===== src/rtl/ahb_pkg.sv =====
// rtl/ahb_pkg.sv - shared AHB-Lite encodings and helpers for the master slice
package ahb_pkg;

    typedef enum logic [1:0] {
        HTRANS_IDLE   = 2'b00,
        HTRANS_NONSEQ = 2'b10
    } htrans_t;

    localparam logic [2:0] HSIZE_WORD  = 3'b010;
    localparam logic       HRESP_OKAY  = 1'b0;
    localparam logic       HRESP_ERROR = 1'b1;

    // Counters stick at all-ones rather than wrapping.
    function automatic logic [31:0] sat_inc32(input logic [31:0] v);
        return (v == 32'hFFFF_FFFF) ? v : v + 32'd1;
    endfunction

endpackage


===== src/rtl/ahb_master_stats.sv =====
// rtl/ahb_master_stats.sv - saturating transfer and wait-state counters
module ahb_master_stats
    import ahb_pkg::*;
(
    input  logic        clk_i,
    input  logic        rst_ni,
    input  logic        xfer_i,
    input  logic        wait_i,
    output logic [31:0] stat_xfers_o,
    output logic [31:0] stat_waits_o
);

    logic [31:0] xfers_q, xfers_d;
    logic [31:0] waits_q, waits_d;

    always_comb begin
        xfers_d = xfer_i ? sat_inc32(xfers_q) : xfers_q;
        waits_d = wait_i ? sat_inc32(waits_q) : waits_q;
    end

    always_ff @(posedge clk_i or negedge rst_ni) begin
        if (!rst_ni) begin
            xfers_q <= 32'd0;
            waits_q <= 32'd0;
        end else begin
            xfers_q <= xfers_d;
            waits_q <= waits_d;
        end
    end

    assign stat_xfers_o = xfers_q;
    assign stat_waits_o = waits_q;

endmodule


===== src/rtl/ahb_lite_master.sv =====
// rtl/ahb_lite_master.sv - valid/ready to single-beat AHB-Lite initiator, pipelined address/data phases
// Optional counters: define AHB_MASTER_STATS_EN to add stat_xfers/stat_waits.
module ahb_lite_master
    import ahb_pkg::*;
#(
    parameter int ADDR_W = 32,
    parameter int DATA_W = 32
) (
    input  logic              HCLK,
    input  logic              HRESETn,
    input  logic              req_valid,
    output logic              req_ready,
    input  logic              req_write,
    input  logic [ADDR_W-1:0] req_addr,
    input  logic [DATA_W-1:0] req_wdata,
    output logic              rsp_valid,
    output logic [DATA_W-1:0] rsp_rdata,
    output logic              rsp_err,
    output logic [ADDR_W-1:0] HADDR,
    output logic [1:0]        HTRANS,
    output logic              HWRITE,
    output logic [2:0]        HSIZE,
    output logic [DATA_W-1:0] HWDATA,
    input  logic [DATA_W-1:0] HRDATA,
    input  logic              HREADY,
    input  logic              HRESP
`ifdef AHB_MASTER_STATS_EN
    ,
    output logic [31:0]       stat_xfers,
    output logic [31:0]       stat_waits
`endif
);

    if (DATA_W != 32) begin : g_bad_data_w
        $error("ahb_lite_master supports DATA_W == 32 only");
    end

    logic              dp_active_q, dp_active_d;
    logic              dp_write_q, dp_write_d;
    logic [DATA_W-1:0] hwdata_q, hwdata_d;
    logic              cancel;
    logic              accept;
    htrans_t           htrans;

    // First cycle of a two-cycle ERROR: the next address phase must not go out.
    assign cancel = dp_active_q && !HREADY && (HRESP == HRESP_ERROR);

    always_comb begin
        htrans = HTRANS_IDLE;
        if (HRESETn && req_valid && !cancel) begin
            htrans = HTRANS_NONSEQ;
        end
    end

    assign accept    = (htrans == HTRANS_NONSEQ) && HREADY;
    assign req_ready = accept;

    assign HTRANS = htrans;
    assign HADDR  = req_addr;
    assign HWRITE = req_write;
    assign HSIZE  = HSIZE_WORD;
    assign HWDATA = hwdata_q;

    // HWDATA only moves on acceptance, which needs HREADY, so it holds across wait states.
    always_comb begin
        dp_active_d = dp_active_q;
        dp_write_d  = dp_write_q;
        hwdata_d    = hwdata_q;
        if (accept) begin
            dp_active_d = 1'b1;
            dp_write_d  = req_write;
            hwdata_d    = req_wdata;
        end else if (HREADY) begin
            dp_active_d = 1'b0;
        end
    end

    always_ff @(posedge HCLK or negedge HRESETn) begin
        if (!HRESETn) begin
            dp_active_q <= 1'b0;
            dp_write_q  <= 1'b0;
            hwdata_q    <= '0;
        end else begin
            dp_active_q <= dp_active_d;
            dp_write_q  <= dp_write_d;
            hwdata_q    <= hwdata_d;
        end
    end

    assign rsp_valid = dp_active_q && HREADY;
    assign rsp_err   = rsp_valid && (HRESP == HRESP_ERROR);
    assign rsp_rdata = (rsp_valid && !dp_write_q) ? HRDATA : '0;

`ifdef AHB_MASTER_STATS_EN
    ahb_master_stats u_stats (
        .clk_i        (HCLK),
        .rst_ni       (HRESETn),
        .xfer_i       (rsp_valid),
        .wait_i       (dp_active_q && !HREADY),
        .stat_xfers_o (stat_xfers),
        .stat_waits_o (stat_waits)
    );
`endif

    a_req_aligned : assert property (@(posedge HCLK) disable iff (!HRESETn)
        req_valid |-> (req_addr[1:0] == 2'b00));

endmodule

===== config.mk =====
export PLATFORM = sky130hd
export DESIGN_NAME = ahb_lite_master
export DESIGN_NICKNAME = d
export VERILOG_FILES = /design/src/rtl/ahb_pkg.sv /design/src/rtl/ahb_master_stats.sv /design/src/rtl/ahb_lite_master.sv
export SDC_FILE = /design/constraint.sdc
export NUM_CORES = 1
export LEC_CHECK = 0
export ABC_AREA = 0
export BUFFER_PORTS_ARGS = -buffer_cell sky130_fd_sc_hd__buf_2
export CAP_MARGIN = 40
export CORE_UTILIZATION = 31
export DETAILED_ROUTE_END_ITERATION = 10
export PLACE_DENSITY_LB_ADDON = 0.1
export SYNTH_ARGS = -nofsm -noshare
export SYNTH_HDL_FRONTEND = slang
export SYNTH_SLANG_ARGS = --single-unit

===== constraint.sdc =====
create_clock -name HCLK -period 1.4 [get_ports HCLK]
set_input_delay 0.42 -clock HCLK [delete_from_list [all_inputs] [get_ports HCLK]]
set_output_delay 0.42 -clock HCLK [all_outputs]
set_load 0.02 [all_outputs]

# Word level (Yosys, flattened, before mapping)
# Index checks and enable logic that the tools add are counted.
[word_totals]
out_inout_bits = 105
reg_bits = 34
mem_count = 0
mem_bits_ro = 0
word_cells = 20
ramBits = 0
input_bits = 102
latch_bits = 0
[op_classes]
n_shift = 0
muxes = 4
eq_ne = 1
n_div = 0
n_mul = 0
addsub = 0
n_lt_le_gt_ge = 0
n_bitwise = 0
n_reduce_logical = 12
[op_table]
columns = ["cell", "count"]
rows = [
  ["$mux W32", 1],
  ["$logic_and A1 B1 Y1", 8],
  ["$logic_not A1 Y1", 3],
  ["$eq A2 B2 Y1 const B", 1],
  ["$mux W1", 2],
  ["$mux W2", 1],
  ["$reduce_bool A2 Y1", 1],
]

# Logic depth before layout (Yosys ltp)
# Gate-level depths: netlist of run 1.
[logic_depth]
depth_word = 9
ltp_mapped = 3
depth_no_buf = 2

# Worst setup path after synthesis of run 1
# No wires, ideal clock.
[synth_path]
path_type = "input -> output"
startpoint = "in HREADY"
endpoint = "out rsp_rdata[10]"
n_path_buf = 1
cell_stages = 3
required_ps = 980
path_slack_ps = -98
arrival_time_ps = 1078
cell_sequence = "and3b_1 > clkbuf_1 > and2_1"
[synth_between]
elab_chain_cells = 3
[synth_rtl]
columns = ["item", "line", "rtl"]
rows = [
  ["start: declaration", "ahb_lite_master.sv:25", "input logic HREADY,"],
  ["$logic_and A1 B1 Y1", "ahb_lite_master.sv:90", "assign rsp_valid = dp_active_q && HREADY;"],
  ["$logic_and A1 B1 Y1", "ahb_lite_master.sv:92", "assign rsp_rdata = (rsp_valid && !dp_write_q) ? HRDATA : '0;"],
  ["$mux W32", "ahb_lite_master.sv:92", ""],
  ["end: declaration", "ahb_lite_master.sv:17", "output logic [DATA_W-1:0] rsp_rdata,"],
]
# Every way passes these cells.

# Worst setup path in the final report of run 1
[layout_path]
startpoint = "reg dp_active_q"
endpoint = "out rsp_rdata[8]"
[layout_between]
elab_chain_cells = 3
[layout_rtl]
columns = ["item", "line", "rtl"]
rows = [
  ["start: declaration", "ahb_lite_master.sv:38", "logic dp_active_q, dp_active_d;"],
  ["start signal: assignment", "ahb_lite_master.sv:84", "dp_active_q <= dp_active_d;"],
  ["$logic_and A1 B1 Y1", "ahb_lite_master.sv:90", ""],
  ["$logic_and A1 B1 Y1", "ahb_lite_master.sv:92", ""],
  ["$mux W32", "ahb_lite_master.sv:92", ""],
]
# Every way passes these cells.

==> results of run 1 <==
[state kept, by name (all words and copies together) (netlist names)]
register	flops
dp_write_q	1
dp_active_q	1
HWDATA	32
[worst max path at each step]
stage          cells after the start  slack [ns]        start             to
6_report                           4       -0.41  dp_active_q   rsp_rdata[8]
5_1_grt                            4       -0.47   dp_write_q   rsp_rdata[1]
4_1_cts                            4       -0.44   dp_write_q  rsp_rdata[11]
3_5_place_dp                       5       -0.28       HREADY  rsp_rdata[11]
3_3_place_gp                       5       -0.27       HREADY  rsp_rdata[11]
2_1_floorplan                      3      -0.006       HREADY  rsp_rdata[10]
[cells in the mapped netlist]
| master | number | area (um^2) |
|---|---|---|
| mux2_2 | 5 | 56.3 |
| inv_1 | 3 | 11.3 |
| and3_1 | 1 | 6.26 |
| and2_1 | 32 | 200 |
| o21ai_0 | 1 | 5.00 |
| clkbuf_1 | 3 | 11.3 |
| buf_4 | 37 | 278 |
| a31oi_1 | 1 | 6.26 |
| buf_6 | 3 | 33.8 |
| nor2_1 | 1 | 3.75 |
| dfrtp_1 | 34 | 851 |
| and3b_1 | 1 | 8.76 |
| nand3_4 | 1 | 17.5 |
| conb_1 | 2 | 7.51 |
| mux2_4 | 28 | 420 |
| nand2_1 | 1 | 3.75 |
[stage by stage]
step	TNS [ns]	instance area [um^2]	setup slack (ns)	util (%)	power, mW
5_1_grt	-13.98	2880	-0.465	48.3	3.30
3_3_place_gp	-8.47	2510	-0.268	42.2	2.27
4_1_cts	-13.42	2630	-0.444	44.2	3.13
2_1_floorplan	-0.183	1970	-0.00610	-	2.01
3_5_place_dp	-8.72	2510	-0.277	42.2	2.27
6_report	-12.01	2880	-0.408	48.3	3.12
[worst reg2reg max path, delay by kind of cell (launching register included)]
family,cells,cell delay [ns]
mux,1,0.24
flops,1,0.38
buf+inv,1,0.13
[timing repair]
item                                   in CTS  in global routing
buffers inserted                            0                  2
endpoints found under the hold margin       0                  0
resized for setup                           4                 69
setup endpoints to repair                  35                 36
pin swaps                                   1                  0
[layer usage]
layer	global-route usage [%]	routed length [um]
met4	5.89	99
met1	20.2	2040
met5	0	0
met3	8.07	721
met2	25.3	2640
[power breakdown]
group          leakage, nW  internal (mW)  switching, mW
clock               0.0575          0.496          0.327
combinational         1.14          0.524          0.518
sequential           0.403           1.17         0.0925
[area by class of cell]
cell class / instances / area, um^2
clock buffer: 8 / 110
fill: 561 / 3080
timing repair buffer: 150 / 1000
multi-input combinational: 76 / 805
sequential: 34 / 851
tap: 75 / 93.8
inverter: 3 / 11.3
[logic make-up after synthesis]
| family | after synthesis | synth area share (%) |
|---|---|---|
| AO/OA/AOI/OAI | 2 | 0.586 |
| buffers and inverters | 46 | 17.4 |
| flip-flops | 34 | 44.3 |
| multiplexers | 33 | 24.8 |
| other | 2 | 0.391 |
| AND/OR/NAND/NOR | 37 | 12.5 |
==> reports/metrics.csv, run 1 <==
metric;value;unit
RSZ-0062 raised after global routing;yes;
cts-stage hold buffer count;0;
max-slew violations;0;
clock-pin slew on the worst setup and hold paths;0.07;ns
post-synthesis sequential area ratio;44.3;%
I/O Pins;207;
1st-pass router iterations;4;
DR iter-0 viols;20;
Required @ worst endpoint;0.98;ns
worst hold path class;in2async;
Via-to-Cell Ratio;4.28;
die height;80.7;um
status;finished with violations;
commonest non-fill, non-tap cell in the layout;buf_2;
Worst Path Class, Setup;reg2out;
most frequent cells in the layout;buf_2 (103), dfrtp_1 (34), buf_6 (31), and2_2 (30), mux2_4 (28);
critical path arrival;1.39;ns
Clock H-tree levels;2;
CP max-delay cell;dfrtp_1;
Setup crit start kind;register;
period utilization;129;%
initial antenna violation count;0;
share of layout cells above drive strength 1;83.8;%
FMAX;0.553;GHz
Layout area overhead;49.7;%
Worst R2R Path Depth;2;
vias in the first global route;1435;
DRC;0;
CTS root buffer;clkbuf_8;
cell class contributing the biggest share of worst-path delay;simple AND/OR/NAND/NOR gates;
CP Max Fanout;14;
slowest cell delay on critical path;0.38;ns
clk buf depth;2;
leakage;1.60;nW
worst clock skew;0;ns
Syn Std Cell Area;1920;um^2
Final Hold Fails;0;
pin count of the biggest net entering global routing;27;
Rows;28;
Port Buf Inserts;138;
Power Dens Cells;1090;nW/um^2
CTS tree;built;
CORE AREA;5960;um^2
drt total wl;5.50;mm
R2R setup slack;0.54;ns
Clock Latency Late Sink;0.27;ns
cell count after synthesis;154;
Initial Util;32.2;%
worst vdd ir;0.619;mV
Routed WL per cell;15.9;um
Final min period;1.81;ns
FF+latch count, synth;34;
failing checks;negative setup slack;
placed cell count;336;
die area;6510;um^2
gr usage total;16.6;%
Netlist cell types;16;
first-pass GRT wire length;7.80;mm
Post-DRT Antenna Nets;0;
die width;80.7;um
gpl congestion;0.808;
Max Cap Violations;0;
dpl hpwl;4.40;mm
Diodes inserted;0;
buffers plus inverters on the worst setup path;2;
Mapped Avg Cell Area;12.5;um^2
Layout Cells excl Fill;346;
reg2reg end;dp_write_q;
post-route setup slack;-0.408;ns
via count;1482;
Synthesis Warnings;0;
CP endpoint kind;output pin;
Num CTS Buffers;5;
worst hold slack;0.153;ns
RR Startpoint;dp_write_q;
Final Net Count;372;
grt ovf;0;
CTS Sinks;34;
Setup violations, final;35;
crit path cell chain;and3b_2, buf_6, and2_2, buf_4;
Power figures use the tool's default switching activity.
==> inputs of run 2 (changes only) <==
CORE_ASPECT_RATIO = 0.75   (was not set)
==> reports/metrics.csv, run 2 (synthesis results as in run 1) <==
metric;value;unit;change
max-slew violations;0;;unchanged
Initial Util;32.6;%;was 32.2%
die height;70.2;um;was 80.7 um
CTS tree;built;;unchanged
Final min period;1.80;ns;was 1.81 ns
critical path arrival;1.38;ns;was 1.39 ns
Num CTS Buffers;5;;unchanged
gr usage total;15.4;%;was 16.6%
Final Net Count;371;;was 372
Power Dens Cells;1100;nW/um^2;was 1090 nW/um^2
status;finished with violations;;unchanged
die width;92.9;um;was 80.7 um
DRC;0;;unchanged
DR iter-0 viols;14;;was 20
commonest non-fill, non-tap cell in the layout;buf_2;;unchanged
Seq. cell area;851;um^2;unchanged
share of layout cells above drive strength 1;82.9;%;was 83.8%
I/O Pins;207;;unchanged
Rows;24;;was 28
cts-stage hold buffer count;0;;unchanged
leakage;1.56;nW;was 1.60 nW
most frequent cells in the layout;buf_2 (134), dfrtp_1 (34), and2_2 (30), mux2_4 (28), buf_4 (9);;was buf_2 (103), dfrtp_1 (34), buf_6 (31), and2_2 (30), mux2_4 (28)
via count;1436;;was 1482
Layout area overhead;39.2;%;was 49.7%
Port Buf Inserts;138;;unchanged
Clock H-tree levels;2;;unchanged
CORE AREA;5890;um^2;was 5960 um^2
final-layout fill cell count;603;;was 561
worst vdd ir;0.521;mV;was 0.619 mV
RSZ-0062 raised after global routing;yes;;unchanged
gpl congestion;0.668;;was 0.808
drt total wl;5.10;mm;was 5.50 mm
Critical Path Start;dp_write_q;;was dp_active_q
Worst Path Class, Setup;reg2out;;unchanged
Setup violations, final;35;;unchanged
RR Startpoint;dp_write_q;;unchanged
CTS root buffer;clkbuf_8;;unchanged
1st-pass router iterations;4;;unchanged
Setup crit start kind;register;;unchanged
dpl hpwl;4.08;mm;was 4.40 mm
Via-to-Cell Ratio;4.14;;was 4.28
Largest register FFs;32;;unchanged
Final Hold Fails;0;;unchanged
CP endpoint kind;output pin;;unchanged
CP Max Fanout;32;;was 14
clk buf depth;2;;unchanged
failing checks;negative setup slack;;unchanged
worst hold path class;in2async;;unchanged
FMAX;0.556;GHz;was 0.553 GHz
Clock Latency Late Sink;0.28;ns;was 0.27 ns
pin count of the biggest net entering global routing;34;;was 27
Max Cap Violations;0;;unchanged
Routed WL per cell;14.7;um;was 15.9 um
Final Cell Area;2670;um^2;was 2880 um^2
Post-DP Area;2530;um^2;was 2510 um^2
die area;6520;um^2;was 6510 um^2
worst clock skew;0;ns;unchanged
CTS Sinks;34;;unchanged
first-pass GRT wire length;7.71;mm;was 7.80 mm
initial antenna violation count;0;;unchanged
Post-DRT Antenna Nets;0;;unchanged
grt ovf;0;;unchanged
footprint of the multi-input gates;808;um^2;was 805 um^2
period utilization;128;%;was 129%
Diodes inserted;0;;unchanged
vias in the first global route;1409;;was 1435
setup_tns;-12.66;ns;was -12.01 ns
clock-pin slew on the worst setup and hold paths;0.07;ns;about the same
post-route setup slack;-0.398;ns;was -0.408 ns
Required @ worst endpoint;0.98;ns;about the same
[run 2: metal layers]
layer,wire (um),track usage (%),vias to the layer above
met2,2460,24.3,77
met4,99,5.13,0
met3,465,4.90,25
met5,0,0,-
li1,-,-,679
met1,2080,19.9,655
[run 2: worst max-delay path, stage by stage (launching register included)]
cell	delay, ns
dfrtp_1	0.37
and3b_1	0.25
buf_12	0.17
and2_2	0.15
buf_2	0.16
[run 2: final cells by class]
type,instances,share of cell area [%]
timing repair buffer,149,30.8
inverter,3,0.515
clock inverter,1,0.281
multi-input combinational,76,30.2
tap,78,3.65
sequential,34,31.8
clock buffer,6,2.71
[run 2: report_power, final]
| group | switching, mW | internal (mW) | leakage [nW] |
|---|---|---|---|
| registers | 0.0978 | 1.17 | 0.403 |
| clock network | 0.341 | 0.341 | 0.0373 |
| logic | 0.500 | 0.496 | 1.12 |
[run 2: path summary, 6_finish.rpt]
| kind | endpoint | slack, ns | depth (start not counted) |
|---|---|---|---|
| setup reg to reg | dp_write_q | 0.55 | 2 |
| setup / recovery | rsp_rdata[26] | -0.40 | 4 |
| hold / removal | dp_active_q | 0.09 | 2 |
| min in group HCLK | HWDATA[10] | 0.36 | 2 |
| max in group asynchronous | HWDATA[19] | 0.84 | 2 |
| hold reg to reg | HWDATA[19] | 0.50 | 1 |
[run 2: what timing repair did]
action | in CTS | in global routing
pin swaps | 0 | 0
buffers inserted | 1 | 0
gates cloned | 0 | 0
endpoints found under the hold margin | 0 | 0
gates resized for setup | 15 | 0
setup endpoints to repair | 36 | 35
[run 2: stage by stage]
step | hold WS [ns] | std cells | worst slack, ns | utilization (%) | total power, mW
final | 0.0914 | 347 | -0.398 | 45.4 | 2.94
after global routing | 0.0871 | 347 | -0.470 | 45.4 | 3.12
after CTS | 0.0818 | 347 | -0.414 | 45.4 | 2.99
after detailed placement | 0.383 | 339 | -0.247 | 43.0 | 2.26
after global placement | 0.379 | 339 | -0.245 | 43.0 | 2.26
after floorplan | 0.124 | 156 | -0.00610 | - | 2.01
